## config.mk

```make
export PLATFORM = sky130hd
export DESIGN_NAME = unsigned_sequential_multiplier_flat
export DESIGN_NICKNAME = d
export VERILOG_FILES = /design/src/rtl/unsigned_sequential_multiplier_pkg.sv /design/src/rtl/unsigned_sequential_multiplier_if.sv /design/src/rtl/unsigned_sequential_multiplier_partial_product_adder.sv /design/src/rtl/unsigned_sequential_multiplier.sv /design/src/flat_wrapper.sv
export SDC_FILE = /design/constraint.sdc
export NUM_CORES = 1
export LEC_CHECK = 0
export ABC_CLOCK_PERIOD_IN_PS = 12800
export CAP_MARGIN = 20
export CORE_MARGIN = 4
export CORE_UTILIZATION = 60
export CTS_BUF_LIST = sky130_fd_sc_hd__clkbuf_4 sky130_fd_sc_hd__clkbuf_8
export DETAILED_ROUTE_END_ITERATION = 8
export GPL_TIMING_DRIVEN = 1
export PLACE_DENSITY = 0.85
export SYNTH_ARGS = -nofsm -noshare
export SYNTH_HDL_FRONTEND = slang
export SYNTH_SLANG_ARGS = --single-unit
```

## constraint.sdc

```tcl
create_clock -name Clock_In -period 12.8 [get_ports Clock_In]
set_input_delay 2.56 -clock Clock_In [delete_from_list [all_inputs] [get_ports Clock_In]]
set_output_delay 2.56 -clock Clock_In [all_outputs]
set_load 0.05 [all_outputs]
```

## src/rtl/unsigned_sequential_multiplier_pkg.sv

```systemverilog
// Shared types and elaboration-time helpers for the sequential shift-add multiplier.
// Packages cannot be parameterised, so derived sizes are exposed as functions of the operand parameters.
package unsigned_sequential_multiplier_pkg;

  typedef enum logic [1:0] {
    IDLE = 2'd0,
    CALC = 2'd1,
    DONE = 2'd2
  } state_e;

  // Number of CALC cycles needed to retire every multiplier digit.
  function automatic int iter_f(input int width, input int bits_per_cycle);
    return width / bits_per_cycle;
  endfunction

  function automatic int cnt_w_f(input int width, input int bits_per_cycle);
    return $clog2(iter_f(width, bits_per_cycle) + 1);
  endfunction

  function automatic bit params_legal(input int width, input int bits_per_cycle);
    return (bits_per_cycle >= 1) && (bits_per_cycle <= width) &&
           ((width % bits_per_cycle) == 0);
  endfunction

endpackage

```

## src/rtl/unsigned_sequential_multiplier_if.sv

```systemverilog
// Operand/product handshake bundle. The master side is the producer of operands
// and consumer of products; the slave side is the multiplier.
interface unsigned_sequential_multiplier_if #(
  parameter int WIDTH = 32
);
  logic                 In_Valid_In;
  logic                 In_Ready_Out;
  logic [WIDTH-1:0]     Data_A_In;
  logic [WIDTH-1:0]     Data_B_In;
  logic                 Out_Valid_Out;
  logic                 Out_Ready_In;
  logic [2*WIDTH-1:0]   Multiplied_Result_Out;
  logic                 Busy_Out;

  modport master (
    output In_Valid_In, Data_A_In, Data_B_In, Out_Ready_In,
    input  In_Ready_Out, Out_Valid_Out, Multiplied_Result_Out, Busy_Out
  );

  modport slave (
    input  In_Valid_In, Data_A_In, Data_B_In, Out_Ready_In,
    output In_Ready_Out, Out_Valid_Out, Multiplied_Result_Out, Busy_Out
  );
endinterface

```

## src/rtl/unsigned_sequential_multiplier_partial_product_adder.sv

```systemverilog
// Combinational accumulator step: acc + a_sh * digit at full 2*WIDTH width.
// Built as a chain of gated shifted adds so a Booth-recoded digit can later replace the gating.
module unsigned_sequential_multiplier_partial_product_adder #(
  parameter int WIDTH          = 32,
  parameter int BITS_PER_CYCLE = 4
) (
  input  logic [2*WIDTH-1:0]        acc,
  input  logic [2*WIDTH-1:0]        a_sh,
  input  logic [BITS_PER_CYCLE-1:0] digit,
  output logic [2*WIDTH-1:0]        acc_nxt
);
  localparam int PW = 2 * WIDTH;

  logic [BITS_PER_CYCLE:0][PW-1:0] psum;

  assign psum[0] = acc;

  for (genvar i = 0; i < BITS_PER_CYCLE; i++) begin : g_row
    assign psum[i+1] = psum[i] + ((a_sh << i) & {PW{digit[i]}});
  end

  assign acc_nxt = psum[BITS_PER_CYCLE];

endmodule

```

## src/rtl/unsigned_sequential_multiplier.sv

```systemverilog
// Multi-cycle unsigned multiplier: retires BITS_PER_CYCLE multiplier bits per enabled
// clock with a registered shift-add datapath, valid/ready on both sides and a global stall.
module unsigned_sequential_multiplier
  import unsigned_sequential_multiplier_pkg::*;
#(
  parameter int WIDTH          = 32,
  parameter int BITS_PER_CYCLE = 4,
  parameter bit EARLY_EXIT     = 1'b0
) (
  input  logic                          Clock_In,
  input  logic                          Reset_N_In,
  input  logic                          Enable_In,
  unsigned_sequential_multiplier_if.slave bus
);
  localparam int ITER  = iter_f(WIDTH, BITS_PER_CYCLE);
  localparam int CNT_W = cnt_w_f(WIDTH, BITS_PER_CYCLE);
  localparam int PW    = 2 * WIDTH;

  if (!params_legal(WIDTH, BITS_PER_CYCLE)) begin : g_bad_params
    $error("BITS_PER_CYCLE must be in 1..WIDTH and divide WIDTH");
  end

  state_e             state, state_nxt;
  logic [PW-1:0]      a_sh, acc, acc_nxt, result;
  logic [WIDTH-1:0]   b_sh, b_nxt;
  logic [CNT_W-1:0]   cnt;
  logic               fire_in, fire_out, last_iter, zero_rest, finish;

  assign fire_in   = (state == IDLE) && bus.In_Valid_In  && Enable_In;
  assign fire_out  = (state == DONE) && bus.Out_Ready_In && Enable_In;
  assign b_nxt     = b_sh >> BITS_PER_CYCLE;
  assign last_iter = (cnt == CNT_W'(ITER - 1));
  // Early exit looks at the post-shift multiplier, so at least one CALC cycle always runs.
  assign zero_rest = EARLY_EXIT && (b_nxt == '0);
  assign finish    = (state == CALC) && Enable_In && (last_iter || zero_rest);

  unsigned_sequential_multiplier_partial_product_adder #(
    .WIDTH          (WIDTH),
    .BITS_PER_CYCLE (BITS_PER_CYCLE)
  ) u_partial_product_adder (
    .acc     (acc),
    .a_sh    (a_sh),
    .digit   (b_sh[BITS_PER_CYCLE-1:0]),
    .acc_nxt (acc_nxt)
  );

  always_ff @(posedge Clock_In or negedge Reset_N_In) begin
    if (!Reset_N_In) state <= IDLE;
    else             state <= state_nxt;
  end

  always_comb begin
    state_nxt = state;
    case (state)
      IDLE:    if (fire_in)  state_nxt = CALC;
      CALC:    if (finish)   state_nxt = DONE;
      DONE:    if (fire_out) state_nxt = IDLE;
      default:               state_nxt = IDLE;
    endcase
  end

  always_comb begin
    bus.In_Ready_Out  = (state == IDLE);
    bus.Busy_Out      = (state != IDLE);
    bus.Out_Valid_Out = (state == DONE);
  end

  assign bus.Multiplied_Result_Out = result;

  // Result only loads on the finishing add, so an aborted or in-flight product never shows.
  always_ff @(posedge Clock_In or negedge Reset_N_In) begin
    if (!Reset_N_In) begin
      a_sh   <= '0;
      b_sh   <= '0;
      acc    <= '0;
      cnt    <= '0;
      result <= '0;
    end else if (Enable_In) begin
      if (fire_in) begin
        a_sh <= {{WIDTH{1'b0}}, bus.Data_A_In};
        b_sh <= bus.Data_B_In;
        acc  <= '0;
        cnt  <= '0;
      end else if (state == CALC) begin
        a_sh <= a_sh << BITS_PER_CYCLE;
        b_sh <= b_nxt;
        acc  <= acc_nxt;
        cnt  <= cnt + 1'b1;
        if (finish) result <= acc_nxt;
      end
    end
  end

endmodule
```

## src/flat_wrapper.sv

```systemverilog
// flat-port wrapper written by rule: the top's interface ports become plain ports
module unsigned_sequential_multiplier_flat import unsigned_sequential_multiplier_pkg::*;
#(
  parameter int WIDTH          = 32,
  parameter int BITS_PER_CYCLE = 4,
  parameter bit EARLY_EXIT     = 1'b0
)
  (Clock_In, Reset_N_In, Enable_In, bus_In_Valid_In, bus_Data_A_In, bus_Data_B_In, bus_Out_Ready_In, bus_In_Ready_Out, bus_Out_Valid_Out, bus_Multiplied_Result_Out, bus_Busy_Out);
  unsigned_sequential_multiplier_if #(.WIDTH(WIDTH)) bus_i ();
  input  logic Clock_In;
  input  logic Reset_N_In;
  input  logic Enable_In;
  input wire logic [$bits(bus_i.In_Valid_In)-1:0] bus_In_Valid_In;
  input wire logic [$bits(bus_i.Data_A_In)-1:0] bus_Data_A_In;
  input wire logic [$bits(bus_i.Data_B_In)-1:0] bus_Data_B_In;
  input wire logic [$bits(bus_i.Out_Ready_In)-1:0] bus_Out_Ready_In;
  output wire logic [$bits(bus_i.In_Ready_Out)-1:0] bus_In_Ready_Out;
  output wire logic [$bits(bus_i.Out_Valid_Out)-1:0] bus_Out_Valid_Out;
  output wire logic [$bits(bus_i.Multiplied_Result_Out)-1:0] bus_Multiplied_Result_Out;
  output wire logic [$bits(bus_i.Busy_Out)-1:0] bus_Busy_Out;
  assign bus_i.In_Valid_In = bus_In_Valid_In;
  assign bus_i.Data_A_In = bus_Data_A_In;
  assign bus_i.Data_B_In = bus_Data_B_In;
  assign bus_i.Out_Ready_In = bus_Out_Ready_In;
  assign bus_In_Ready_Out = bus_i.In_Ready_Out;
  assign bus_Out_Valid_Out = bus_i.Out_Valid_Out;
  assign bus_Multiplied_Result_Out = bus_i.Multiplied_Result_Out;
  assign bus_Busy_Out = bus_i.Busy_Out;
  unsigned_sequential_multiplier #(.WIDTH(WIDTH), .BITS_PER_CYCLE(BITS_PER_CYCLE), .EARLY_EXIT(EARLY_EXIT)) u_core (.Clock_In(Clock_In), .Reset_N_In(Reset_N_In), .Enable_In(Enable_In), .bus(bus_i));
endmodule
```

# Yosys cells after proc, flatten, opt, wreduce, memory -nomap -nowiden
# Cells that the tools add are included.
[word_totals]
reg_bits = 230
input_bits = 69
output_inout_bits = 67
[op_classes]
addsub = 5
n_eq_ne = 6
muxes = 12
bitwise_logic = 5
n_reduce_logical = 12
[ops]
columns = ["op", "n"]
rows = [
  ["adder 64 bit", 4],
  ["AND 64 bit", 4],
  ["two-way mux 64 bit", 4],
  ["two-way mux 32 bit", 2],
  ["two-way mux 4 bit", 2],
  ["logical AND 1 bit", 6],
  ["two-way mux 2 bit", 3],
  ["inequality test 2 x 1 -> 1 bit, second input constant", 3],
  ["one-hot mux 2 bit (3 select lines)", 1],
  ["adder 4 x 1 -> 4 bit, second input constant", 1],
  ["== test 4 x 3 -> 1 bit, second input constant", 1],
  ["AND reduction 4 bit", 1],
  ["nonzero test 2 bit", 2],
  ["AND reduction 3 bit", 1],
  ["== test 2 x 1 -> 1 bit, second input constant", 1],
  ["== test 2 bit, second input constant", 1],
  ["logical NOT 2 bit", 1],
  ["AND reduction 2 bit", 1],
  ["NOT 1 bit", 1],
]

# Depth between registers and ports, before layout
[logic_depth]
ltp_word = 7
ltp_mapped = 20
mapped_depth_nobuf = 17

# Hierarchy
# From an unflattened synthesis, not the netlist that was laid out.
[unflattened]
hier_cells = 2158
area_unflattened_um2 = 19364.8
[modules_own_cells]
columns = ["module", "instances", "cells_each", "area_each_um2", "seq_area_each_um2"]
rows = [
  ["unsigned_sequential_multiplier_partial_product_adder", 1, 1368, 9948.3, 0.0],
  ["unsigned_sequential_multiplier", 1, 790, 9416.5, 5755.5],
]

# Least setup slack after synthesis
# No wires, ideal clock.
[synth_timing]
path_type = "reg-to-reg"
startpoint = "register u_core.b_sh[1]"
endpoint = "register u_core.result[63], in the netlist u_core.bus.Multiplied_Result_Out[63]"
setup_time_ns = 0.070
arrival_ns = 4.999
path_slack_ns = 7.731
path_stages_with_launch = 20
n_path_buf = 3
synth_period_minus_slack_ns = 5.069
cell_sequence = "dfrtp_1 -> clkbuf_1 -> clkbuf_1 -> and2_1 -> fa_1 -> fa_1 -> inv_1 -> fa_1 -> inv_1 -> fa_1 -> a21o_1 -> a221oi_2 -> o21ai_1 -> nand3_1 -> nor3b_2 -> o211ai_1 -> a21o_1 -> buf_6 -> or4_1 -> nand3_1"
[synth_between]
elab_chain_cells = 4
[synth_rtl]
columns = ["element", "line_no", "source"]
rows = [
  ["start: declaration", "unsigned_sequential_multiplier.sv:25", "logic [WIDTH-1:0] b_sh, b_nxt;"],
  ["start signal: assignment", "unsigned_sequential_multiplier.sv:81", "b_sh <= bus.Data_B_In;"],
  ["start signal: assignment", "unsigned_sequential_multiplier.sv:86", "b_sh <= b_nxt;"],
  ["AND 64 bit", "unsigned_sequential_multiplier_partial_product_adder.sv:19", "assign psum[i+1] = psum[i] + ((a_sh << i) & {PW{digit[i]}});"],
  ["adder 64 bit (3 in a row)", "unsigned_sequential_multiplier_partial_product_adder.sv:19", ""],
  ["end signal: assignment", "unsigned_sequential_multiplier.sv:89", "if (finish) result <= acc_nxt;"],
  ["end: declaration", "unsigned_sequential_multiplier.sv:24", "logic [PW-1:0] a_sh, acc, acc_nxt, result;"],
]
# No other way between the ends.
# A chain may end at the register's enable or synchronous reset.

# Worst setup path after layout
[layout_timing]
startpoint = "register u_core.b_sh[3]"
endpoint = "register u_core.result[56], in the netlist u_core.bus.Multiplied_Result_Out[56]"
[layout_between]
elab_chain_cells = 2
[layout_rtl]
columns = ["element", "line_no"]
rows = [
  ["AND 64 bit", "unsigned_sequential_multiplier_partial_product_adder.sv:19"],
  ["adder 64 bit", "unsigned_sequential_multiplier_partial_product_adder.sv:19"],
]
# No other way between the ends.

==> results.yml <==
yosys:
  syn_area_um2: 18900
  ys_types: 66
  yosys_register_bits: 230
  netlist_instances: 2109
  synth.area.top_cells: "dfrtp_1, fa_1, and2_1, nand2_1, inv_1"
  yosys_warnings: 0
  synth-edff-count: 0
  syn_avg_cell_area_um2: 8.94
  syn-num-nets: 2426
  yosysSeqAreaShare: 0.305
  async_reset_ff_frac: 1.00
  synth.largest_area_cell: "dfrtp_1"
  synthFlopType: "dfrtp_1"
  synth.top_cell.area_share: 0.305
clock_tree:
  clock_path_buffers: 3
  cts_inserted_buffers: 40
  clkSlewWorstSetupHoldPaths_ns: 0.06
  cts_resized: 0
  clock_sinks: 230
  ctsHtreeMaxLevel: 2
  clkLatencyLatePin_ns: 0.57
  cts_tree: "yes"
  ctsHoldBuffers: 0
  post_cts_buffers: 0
  root_buffer: "clkbuf_8"
timing:
  holdWs_ns: 0.469
  layout_setup_ws_ns: 6.49
  max_freq_mhz: 159
  finClkSkew_ns: 0.0325
  finalSetupTns_ns: 0
  slew_viol_final: 0
  rsz0062_at_grt: "false"
  max_slew_margin: 0.314
  setup_viol: 0
  min_period_ns: 6.31
  post-route-period-util: 0.493
  hold_viol_final: 0
  worst_pin_slew_ns: 1.03
power:
  power_density_nw_per_um2: 270
  p_leak_nw: 10.7
  vdd_ir_drop_max_uv: 186
floorplanning:
  die_x_um: 185
  die_h_um: 185
  io_pins: 136
  rows: 64
  die_area_um2: 34300
  initial_core_util: 0.612
  core-area_um2: 30800
min_path:
  hold_depth: 2
  hold_path_class: "reg -> reg"
  hold_start: "u_core.bus.Multiplied_Result_Out[28]$_DFFE_PN0P_"
route:
  vias: 15200
  drt-wirelength-per-cell_um: 18.3
  drt-total-wl_mm: 47.8
  viasPerCell: 5.84
  drt.antenna.violating_nets: 0
  remaining_drc_errors: 0
  first_pass_iters: 5
  drt_iter0_drc: 1255
layout:
  nNetsFinal: 2509
  drive_above_1_share: 0.0551
  areaGrowthSynthToFinish_pct: 12.7
placement:
  globalplace.congestion: 0.951
  dpl_worst_slack_ns: 6.65
  hpwlAfterDp_mm: 34.6
  io_buffer_count: 135
global_routing:
  grt.total_usage: 0.287
  grt_max_degree: 87
  grt_pass1_wl_mm: 80.0
  grt_overflow: 0
  grt_pass1_vias: 16000
  antenna_found_initial: 0
setup_path:
  r2r_cells: 17
  critical_path.top_delay_family: "adder cells"
  required_ns: 13.25
  setup.worst_path.start: "u_core.b_sh[3]$_DFFE_PN0P_"
  r2r-start: "u_core.b_sh[3]$_DFFE_PN0P_"
  crit_buf_inv: 3
  cp-end-kind: "flop"
  cp-start-kind: "flop"
  reg2reg_slack_ns: 6.49
  critPathKind: "reg -> reg"
  cp.depth: 17
  cp_slowest_cell: "dfrtp_1"
  crit_top_cell: "fa_1"
  critPathMaxFanout: 38
  crit_arrival_ns: 6.76
  crit_path_cell_trace: "buf_4 -> and2_1 -> fa_1 -> fa_1 -> inv_1 -> fa_1 -> inv_1 -> ha_1 -> nand3_1 -> nor3_1 -> nand3_1 -> a2111oi_1 -> o31ai_1 -> a21boi_0 -> a21oi_1 -> xnor2_1 -> mux2_2"
  critPathMaxStageDelay_ns: 0.85
outcome:
  outcome: "complete, no violations"
job:
  maxCapViolations: 0
worst min-delay path, delay by kind of cell, from the launching register on:
family	cells	cell delay, ns
DFF	1	0.34
and+or+nand+nor	2	0.10
stage by stage:
step	std cells	area [um2]	utilization	power (mW)
final	2610	21300	0.689	5.74
after global routing	2609	21300	0.689	6.23
after CTS	2608	21200	0.688	5.73
after detailed placement	2545	20400	0.662	4.98
after global placement	2545	20400	0.662	4.87
after floorplan	2109	18900	-	4.00
sequential cells by signal, indices dropped and copies added, names as in the netlist:
register	count
u_core.acc	64
u_core.cnt	4
u_core.state	2
u_core.bus.Multiplied_Result_Out	64
u_core.a_sh	64
u_core.b_sh	32
report_power, final:
group          switching (mW)  internal [mW]
Combinational            2.36           1.37
Sequential              0.278           1.02
Clock                   0.320          0.394
worst paths after layout:
kind	to
max in group asynchronous	u_core.bus.Multiplied_Result_Out[38]$_DFFE_PN0P_
worst min-delay path	u_core.bus.Multiplied_Result_Out[28]$_DFFE_PN0P_
worst max register to register	u_core.bus.Multiplied_Result_Out[56]$_DFFE_PN0P_
worst min register to register	u_core.bus.Multiplied_Result_Out[28]$_DFFE_PN0P_
min in group asynchronous	u_core.bus.Multiplied_Result_Out[6]$_DFFE_PN0P_
worst max-delay path	u_core.bus.Multiplied_Result_Out[56]$_DFFE_PN0P_
area by class of cell:
cell class | instances | area [um2]
well taps | 396 | 495
clock buffers | 52 | 691
flip-flops and latches | 230 | 5760
multi-input cells | 1499 | 11700
inverters | 269 | 1010
diodes | 1 | 2.50
repair buffers | 152 | 1500
clock inverters | 11 | 129
fillers | 2388 | 9570
cell families (layout without fill, tap and decap cells):
| kind of cell | after synthesis | in the layout | synth area share |
|---|---|---|---|
| AOI/OAI and AO/OA | 396 | 396 | 0.141 |
| xor gates and xnor gates | 63 | 63 | 0.0293 |
| adders and majority gates | 248 | 248 | 0.238 |
| buffers and inverters | 380 | 484 | 0.0769 |
| DFF | 230 | 230 | 0.305 |
| muxes | 20 | 20 | 0.0121 |
| other | 0 | 1 | 0 |
| and+or+nand+nor | 772 | 772 | 0.198 |
cells in the mapped netlist (all sizes together) (4+ instances only):
| library cell | number |
|---|---|
| nand2 | 378 |
| inv | 269 |
| and2 | 240 |
| dfrtp | 230 |
| fa | 184 |
| a21oi | 113 |
| clkbuf | 101 |
| ha | 64 |
| nor2 | 59 |
| a22o | 55 |
| o21ai | 53 |
| xnor2 | 39 |
| a21o | 38 |
| a22oi | 37 |
| a31oi | 27 |
| xor2 | 24 |
| nand3 | 21 |
| mux2 | 19 |
| and3 | 14 |
| nor3 | 14 |
| nand4 | 13 |
| o21bai | 12 |
| a211oi | 11 |
| buf | 10 |
| o211ai | 6 |
| o21a | 6 |
| o31ai | 6 |
| a31o | 5 |
| nor2b | 5 |
| nor4 | 5 |
| a21boi | 4 |
| a221o | 4 |
| or3 | 4 |
cell usage in the layout, fill, tap and decap left out, types with 39 or more instances in the layout:
| cell type | synthesis | layout |
|---|---|---|
| nand2_1 | 378 | 378 |
| inv_1 | 269 | 269 |
| and2_1 | 240 | 240 |
| dfrtp_1 | 230 | 230 |
| fa_1 | 184 | 184 |
| clkdlybuf4s50_1 | 0 | 134 |
| a21oi_1 | 113 | 113 |
| ha_1 | 64 | 64 |
| nor2_1 | 59 | 57 |
| a22o_1 | 54 | 54 |
| o21ai_0 | 50 | 50 |
| clkbuf_8 | 0 | 48 |
| xnor2_1 | 39 | 39 |
layer usage:
metal	share of wire	global-route usage	up-vias
met5	0	0	-
li1	-	-	6969
met1	0.41	0.383	7531
met4	0.041	0.119	0
met3	0.068	0.0507	148
met2	0.48	0.469	584
No activity file was read; power rests on OpenSTA's default activity.
